<file path="src/rtl/box_row_sched.sv">
// box_row_sched: streams three host lines into the filter box line buffers and paces one filter run per window
module box_row_sched #(
    parameter int WORDS_PER_LINE = 64,
    parameter int OUT_WORDS = 64
) (
    input  logic        i_clk,
    input  logic        i_rst,
    input  logic        i_start,
    input  logic [15:0] i_num_windows,
    input  logic        i_host_data_valid,
    input  logic [63:0] i_host_data,
    output logic        o_host_data_ack,
    output logic        o_line1_data_valid,
    output logic        o_line2_data_valid,
    output logic        o_line3_data_valid,
    output logic [63:0] o_line_data,
    output logic        o_filter,
    input  logic        i_sobel_data_valid,
    input  logic        i_sobel_data_ack,
    output logic        o_busy,
    output logic        o_done,
    output logic [15:0] o_win_count,
    output logic        o_ovf
);
    localparam int LW = 3 * WORDS_PER_LINE;
    localparam int WW = $clog2(LW);
    localparam int OW = $clog2(OUT_WORDS + 1);
    typedef enum logic [2:0] {IDLE, LOAD, FILTER, GAP, DONE} state_t;
    state_t state, state_nx;
    logic [WW-1:0] w;
    logic [OW-1:0] out_cnt;
    logic gap_cnt;
    logic [15:0] num_q;
    logic xfer, hs, start_ok, last_word, last_out;
    assign o_host_data_ack = (state == LOAD) & i_rst;
    assign o_filter = state == FILTER;
    assign o_busy = state != IDLE;
    assign xfer = i_host_data_valid & o_host_data_ack;
    assign hs = i_sobel_data_valid & i_sobel_data_ack;
    assign start_ok = (state == IDLE) & i_start & (i_num_windows != 16'd0);
    assign last_word = w == WW'(LW - 1);
    assign last_out = out_cnt == OW'(OUT_WORDS - 1);
    always_ff @(posedge i_clk) begin
        if (!i_rst)
            state <= IDLE;
        else
            state <= state_nx;
    end
    always_comb begin
        state_nx = state;
        case (state)
            IDLE:    if (i_start) state_nx = (i_num_windows != 16'd0) ? LOAD : DONE;
            LOAD:    if (xfer && last_word) state_nx = FILTER;
            FILTER:  if (hs && last_out) state_nx = GAP;
            GAP:     if (gap_cnt) state_nx = (o_win_count < num_q) ? LOAD : DONE;
            DONE:    state_nx = IDLE;
            default: state_nx = IDLE;
        endcase
    end
    always_ff @(posedge i_clk) begin
        if (!i_rst) begin
            w                  <= '0;
            out_cnt            <= '0;
            gap_cnt            <= 1'b0;
            num_q              <= 16'd0;
            o_win_count        <= 16'd0;
            o_ovf              <= 1'b0;
            o_done             <= 1'b0;
            o_line1_data_valid <= 1'b0;
            o_line2_data_valid <= 1'b0;
            o_line3_data_valid <= 1'b0;
            o_line_data        <= 64'd0;
        end else begin
            o_done             <= state == DONE;
            o_line1_data_valid <= xfer && (w < WW'(WORDS_PER_LINE));
            o_line2_data_valid <= xfer && (w >= WW'(WORDS_PER_LINE)) && (w < WW'(2 * WORDS_PER_LINE));
            o_line3_data_valid <= xfer && (w >= WW'(2 * WORDS_PER_LINE));
            gap_cnt            <= (state == GAP) ? ~gap_cnt : 1'b0;
            // result handshakes outside a filter run are flagged, never counted
            o_ovf              <= (o_ovf & ~start_ok) | (hs & (state != FILTER));
            if (xfer) begin
                o_line_data <= i_host_data;
                w           <= last_word ? '0 : w + 1'b1;
            end
            if (start_ok) begin
                num_q       <= i_num_windows;
                o_win_count <= 16'd0;
            end
            if (state == FILTER && hs) begin
                out_cnt <= last_out ? '0 : out_cnt + 1'b1;
                if (last_out) o_win_count <= o_win_count + 16'd1;
            end
        end
    end
endmodule

</file>
<file path="config.mk">
export PLATFORM = sky130hd
export DESIGN_NAME = box_row_sched
export DESIGN_NICKNAME = d
export VERILOG_FILES = /design/src/rtl/box_row_sched.sv
export SDC_FILE = /design/constraint.sdc
export NUM_CORES = 1
export LEC_CHECK = 0
export ABC_AREA = 1
export BUFFER_PORTS_ARGS = -buffer_cell sky130_fd_sc_hd__buf_2
export CORE_AREA = 2 2 105 117
export CTS_CLUSTER_SIZE = 30
export DETAILED_ROUTE_END_ITERATION = 10
export DIE_AREA = 0 0 107 119
export PLACE_DENSITY = 0.83
export SLEW_MARGIN = 10
export SYNTH_ARGS = -nofsm -noshare
export SYNTH_HDL_FRONTEND = slang
export SYNTH_SLANG_ARGS = --single-unit
export TNS_END_PERCENT = 30
</file>
<file path="constraint.sdc">
create_clock -name i_clk -period 1.8 [get_ports i_clk]
set_input_delay 0.54 -clock i_clk [delete_from_list [all_inputs] [get_ports i_clk]]
set_output_delay 0.54 -clock i_clk [all_outputs]
set_load 0.02 [all_outputs]
</file>
# Word level (Yosys, flattened, before mapping)

Cells that the tools add are included.

Reductions and logical operators: 12
Order comparisons: 5
Bitwise gates (word level): 10
Divide/modulo/power cells: 0
Multipliers: 0
Muxes and demuxes: 12
Equality and inequality tests: 11
Shift operators: 0
$add $sub $neg: 3

Operators with widths:

| operator                | count |
|---|---|
| $mux W16                | 3 |
| $mux W3                 | 6 |
| $add A16 B1 Y16 const B | 1 |
| $lt A16 B16 Y1          | 1 |
| $reduce_bool A16 Y1     | 1 |
| $pmux W3 S4             | 1 |
| $add A8 B1 Y8 const B   | 1 |
| $eq A8 B8 Y1 const B    | 1 |
| $ge A8 B7 Y1 const B    | 1 |
| $ge A8 B8 Y1 const B    | 1 |
| $lt A8 B7 Y1 const B    | 1 |
| $lt A8 B8 Y1 const B    | 1 |
| $mux W8                 | 1 |
| $add A7 B1 Y7 const B   | 1 |
| $and A1 B1 Y1           | 7 |
| $eq A7 B6 Y1 const B    | 1 |
| $logic_and A1 B1 Y1     | 7 |
| $mux W7                 | 1 |
| $eq A3 B2 Y1 const B    | 2 |
| $ne A2 B1 Y1 const B    | 2 |
| $ne A2 B2 Y1 const B    | 2 |
| $reduce_and A4 Y1       | 1 |
| $eq A3 B1 Y1 const B    | 1 |
| $eq A3 B3 Y1 const B    | 1 |
| 6 further kinds         | 7 |

Memory bits (read-only): 0
Bits in registers: 120
Output and inout port bits: 88
RAM bits: 0
Logic and storage cells: 65
Latch bits: 0
Memories kept: 0

# Logic depth before layout (Yosys ltp)

Depth after elaboration: 6
Depth in mapped cells: 14

# Worst setup path after synthesis

No wires, ideal clock.

Kind: reg-to-reg
From: register o_win_count[1]
To: register o_win_count[14]
Arrival: 1.658 ns
Stages on the path, launching flop included: 10
Setup time: 0.116 ns
Path slack: 0.027 ns
Cells stage by stage: dfxtp_1 -> ha_1 -> nand3_1 -> nor2_1 -> nand3_1 -> nor2_1 -> nand2_1 -> nor2_2 -> nand3_1 -> and3_1

Longest elaborated chain between the ends: 3

RTL lines:

| element                  | RTL line | RTL |
|---|---|---|
| start: declaration       | 22       | `output logic [15:0] o_win_count,` |
| start signal: assignment | 91       | `if (last_out) o_win_count <= o_win_count + 16'd1;` |
| $add A16 B1 Y16          | 91       |  |
| $mux W16                 | 91       |  |
| $mux W16                 | 89       | `if (state == FILTER && hs) begin` |

Every way passes these cells.
A chain may end at the register's enable or synchronous reset.

# Worst setup path after layout

From: register state[2]
To: output port o_busy

Longest elaborated chain between the ends: 1

RTL lines:

| element                  | RTL line | RTL |
|---|---|---|
| start: declaration       | 29       | `state_t state, state_nx;` |
| start signal: assignment | 47       | `state <= state_nx;` |
| $reduce_bool A3 Y1       | 37       | `assign o_busy = state != IDLE;` |
| end: declaration         | 20       | `output logic o_busy,` |

Every way passes these cells.

==> results.md <==
- Outcome: completed
- Worst VDD drop: approximately 0.91 mV
- Worst-path clk slew: about 60 ps
- Max-cap viol count: 0
- GR Overflow Total: 0
- Endpoint class of the critical path: output port
- Placed instance area: about 6300 µm²
- CTS max path bufs: 2
- Area of the multi-input gates: roughly 2300 µm²
- Die height: about 120 µm
- Gate power share: 0.214
- Average wire per standard cell: 12.30 µm
- HP Class: primary input to flop
- RSZ-0062 raised after global routing: yes
- Fin Hold WS: 323.7 ps
- Final GP Congestion: around 0.83
- Yosys top cell area share: 0.4752
- #FFs+latches synth: 120
- Int Power: between 5000 and 6000 µW
- Worst Path Arrival: 1210 ps
- Nature of the critical path startpoint: flop
- Crit share post-route: 0.9746
- ANT nets after route: 0
- Final instance area: roughly 7000 µm²
- Setup Viol. Count Final: 0
- Nets: 976
- CP required: approximately 1300 ps
- Die width: 107 µm
- CTS tree: built
- DRC: 0
- Num CTS Buffers: 17
- FF/Latch Area: around 2400 µm²
- WS Path Type: flop to output port
- Num rows: 42
- Crit-path max cell delay: about 340 ps
- Initial antenna violation count: 0
- Clock power share: 0.400
- Fin. Hold Viols: 0
- Top-level I/O count: about 170
- Sw Share: 0.3116
- Mean Syn Cell Area: around 7.5 µm²
- Crit Path Max Fanout: 4
- Mapped Area: 5055 µm²
- Die area: around 13000 µm²
- FMAX: about 570 MHz
- Worst Skew: 10.04 ps
- Detailed Routing Iterations Pass 1: 5
- Reg power frac: 0.386
- Max-slew violation count: 0
- Tightest Pin Transition: ~380 ps
- Crit path buf inv count: 2
- All-Layer GR Usage: 0.2070
- Final design utilization: 0.5897
- Ant. Diodes: 0
- Initial Util: 0.4313
- Vias in the first global route: between 4000 and 5000
- PnR Total Power: just over 8000 µW
- Htree depth: 4
- Routed vias: just over 5000
- Starting DRT DRC Count: around 170
- Fillers: 1047
- Port Buffer Count: around 170
- Leak Pwr: roughly 0.0035 µW
- Sequential element share of the synthesized area: 0.4752
- PD cells: roughly 1200 nW/µm²
- Detailed-route vias per instance: 4.886
- Routed wire length: ~13000 µm
- Post-Syn Instances: around 680
- Area grow syn2layout: 36.71%
- Clock Sinks: 120
- Pin count of the biggest net entering global routing: 52
- Clk_lat worst skew: 400 ps
- Setup_tns: 0 ps
- Switching power: approximately 2500 µW
- Synth area leader: dfxtp_1
- Yosys warning count: 0
- Net Count, Synth: approximately 780
- First-pass GRT wire length: between 20000 and 25000 µm
- Max-slew headroom: 0.7434
- Netlist cell types: 32
- Core Area: between 10000 and 15000 µm²
- Hpwl dp: around 9300 µm
- Root buf cell: clkbuf_16
- Worst-path cell chain: nor3_2, inv_2, buf_2
- Final min period: 1754 ps
- Slowest CP cell: dfxtp_2
- Share of layout cells above drive strength 1: 0.3032
- Largest cells by area after synthesis: dfxtp_1 (48%), nand2_1 (14%), nand3_1 (7.9%), ha_1 (4.7%), a21oi_1 (4.2%)
- CP top delay family: flip-flops
layout make-up:
type                            count  share of cell area
Inverter                           57             0.03132
Timing Repair Buffer              208              0.1718
Sequential cell                   120              0.3485
Clock inverter                     14             0.02028
Multi-Input combinational cell    467              0.3366
Tap cell                          154             0.02788
Clock buffer                       18             0.06355
repair_timing:
action,CTS,global route
pin swaps,1,2
hold buffers,0,0
buffers inserted,2,0
endpoints found under the setup margin,3,20
resized for setup,9,14
per-stage QoR:
| step | instances | setup slack (ps) |
|---|---|---|
| after detailed placement | 1004 | -96.26 |
| after floorplan | 677 | 26.55 |
| after CTS | 1038 | 2.678 |
| after global routing | 1038 | -36.17 |
| final | 1038 | 45.75 |
| after global placement | 1004 | -46.86 |
state kept, by name, indices dropped and copies added (netlist names):
| signal | count |
|---|---|
| gap_cnt | 1 |
| num_q | 16 |
| o_done | 1 |
| o_line1_data_valid | 1 |
| o_line2_data_valid | 1 |
| o_line3_data_valid | 1 |
| o_line_data | 64 |
| o_ovf | 1 |
| o_win_count | 16 |
| out_cnt | 7 |
| state | 3 |
| w | 8 |
tightest hold or removal path: cells and delay by family:
kind	cells	cell delay (ps)
AND/OR/NAND/NOR	2	90
buffers and inverters	1	70
per-layer routing:
| layer | global-route usage | part of all wire | vias up | wire length, µm |
|---|---|---|---|---|
| met5 | 0 | 0 | - | 0 |
| met4 | 0.07549 | 0.012 | 0 | 150 |
| met3 | 0.07334 | 0.074 | 11 | 947 |
| met2 | 0.3595 | 0.50 | 158 | 6393 |
| met1 | 0.2320 | 0.41 | 2300 | 5281 |
| li1 | - | - | 2603 | - |
layout by cell type, fill, tap and decap left out, types with 4 or more instances in the layout:
cell / instances
ha_1: 19
buf_2: 171
nor2_1: 44
dfxtp_2: 5
inv_2: 5
nand4_1: 7
inv_1: 51
clkinv_4: 4
a21oi_1: 42
clkbuf_16: 17
nand2_1: 183
nor2_2: 9
nand3_1: 80
buf_12: 4
nor3_1: 15
dfxtp_1: 115
o211ai_1: 5
o21ai_0: 35
inv_6: 6
xor2_1: 4
buf_4: 32
logic make-up after synthesis:
family,after synthesis,synth area share
xor+xnor,6,0.01040
fa+ha+maj,19,0.04703
simple gates,349,0.2965
flops,120,0.4752
compound gates,93,0.09901
buf+inv,90,0.07178
worst paths after layout:
check / cells after the start / end / slack [ps] / startpoint
worst max register to register: 9 / o_win_count[14] / 130 / o_win_count[1]
worst max-delay path: 3 / o_busy / 50 / state[2]
worst min-delay path: 3 / o_line_data[41] / 320 / i_host_data[41]
worst min register to register: 2 / num_q[11] / 460 / num_q[11]
synth_stat cells (all sizes together):
library cell	number
a211oi	2
o2111ai	1
a31oi	3
nand3	82
inv	57
buf	14
and2	1
o21ai	37
a21oi	42
xor2	4
xnor2	2
dfxtp	120
clkbuf	19
ha	19
nand4	7
nor3	18
o211a	1
o211ai	5
nor4	1
nor2	54
o21bai	2
and3	2
nand2	184
power groups by stage:
stage	logic (µW)	registers [µW]	clock network, µW
6_report	1740	3140	3250
5_1_grt	1930	3170	3480
4_1_cts	1750	3130	3320
3_5_place_dp	1700	3180	0
3_3_place_gp	1660	3170	0
2_1_floorplan	843	3410	0
No activity file was read; power rests on OpenSTA's default activity.
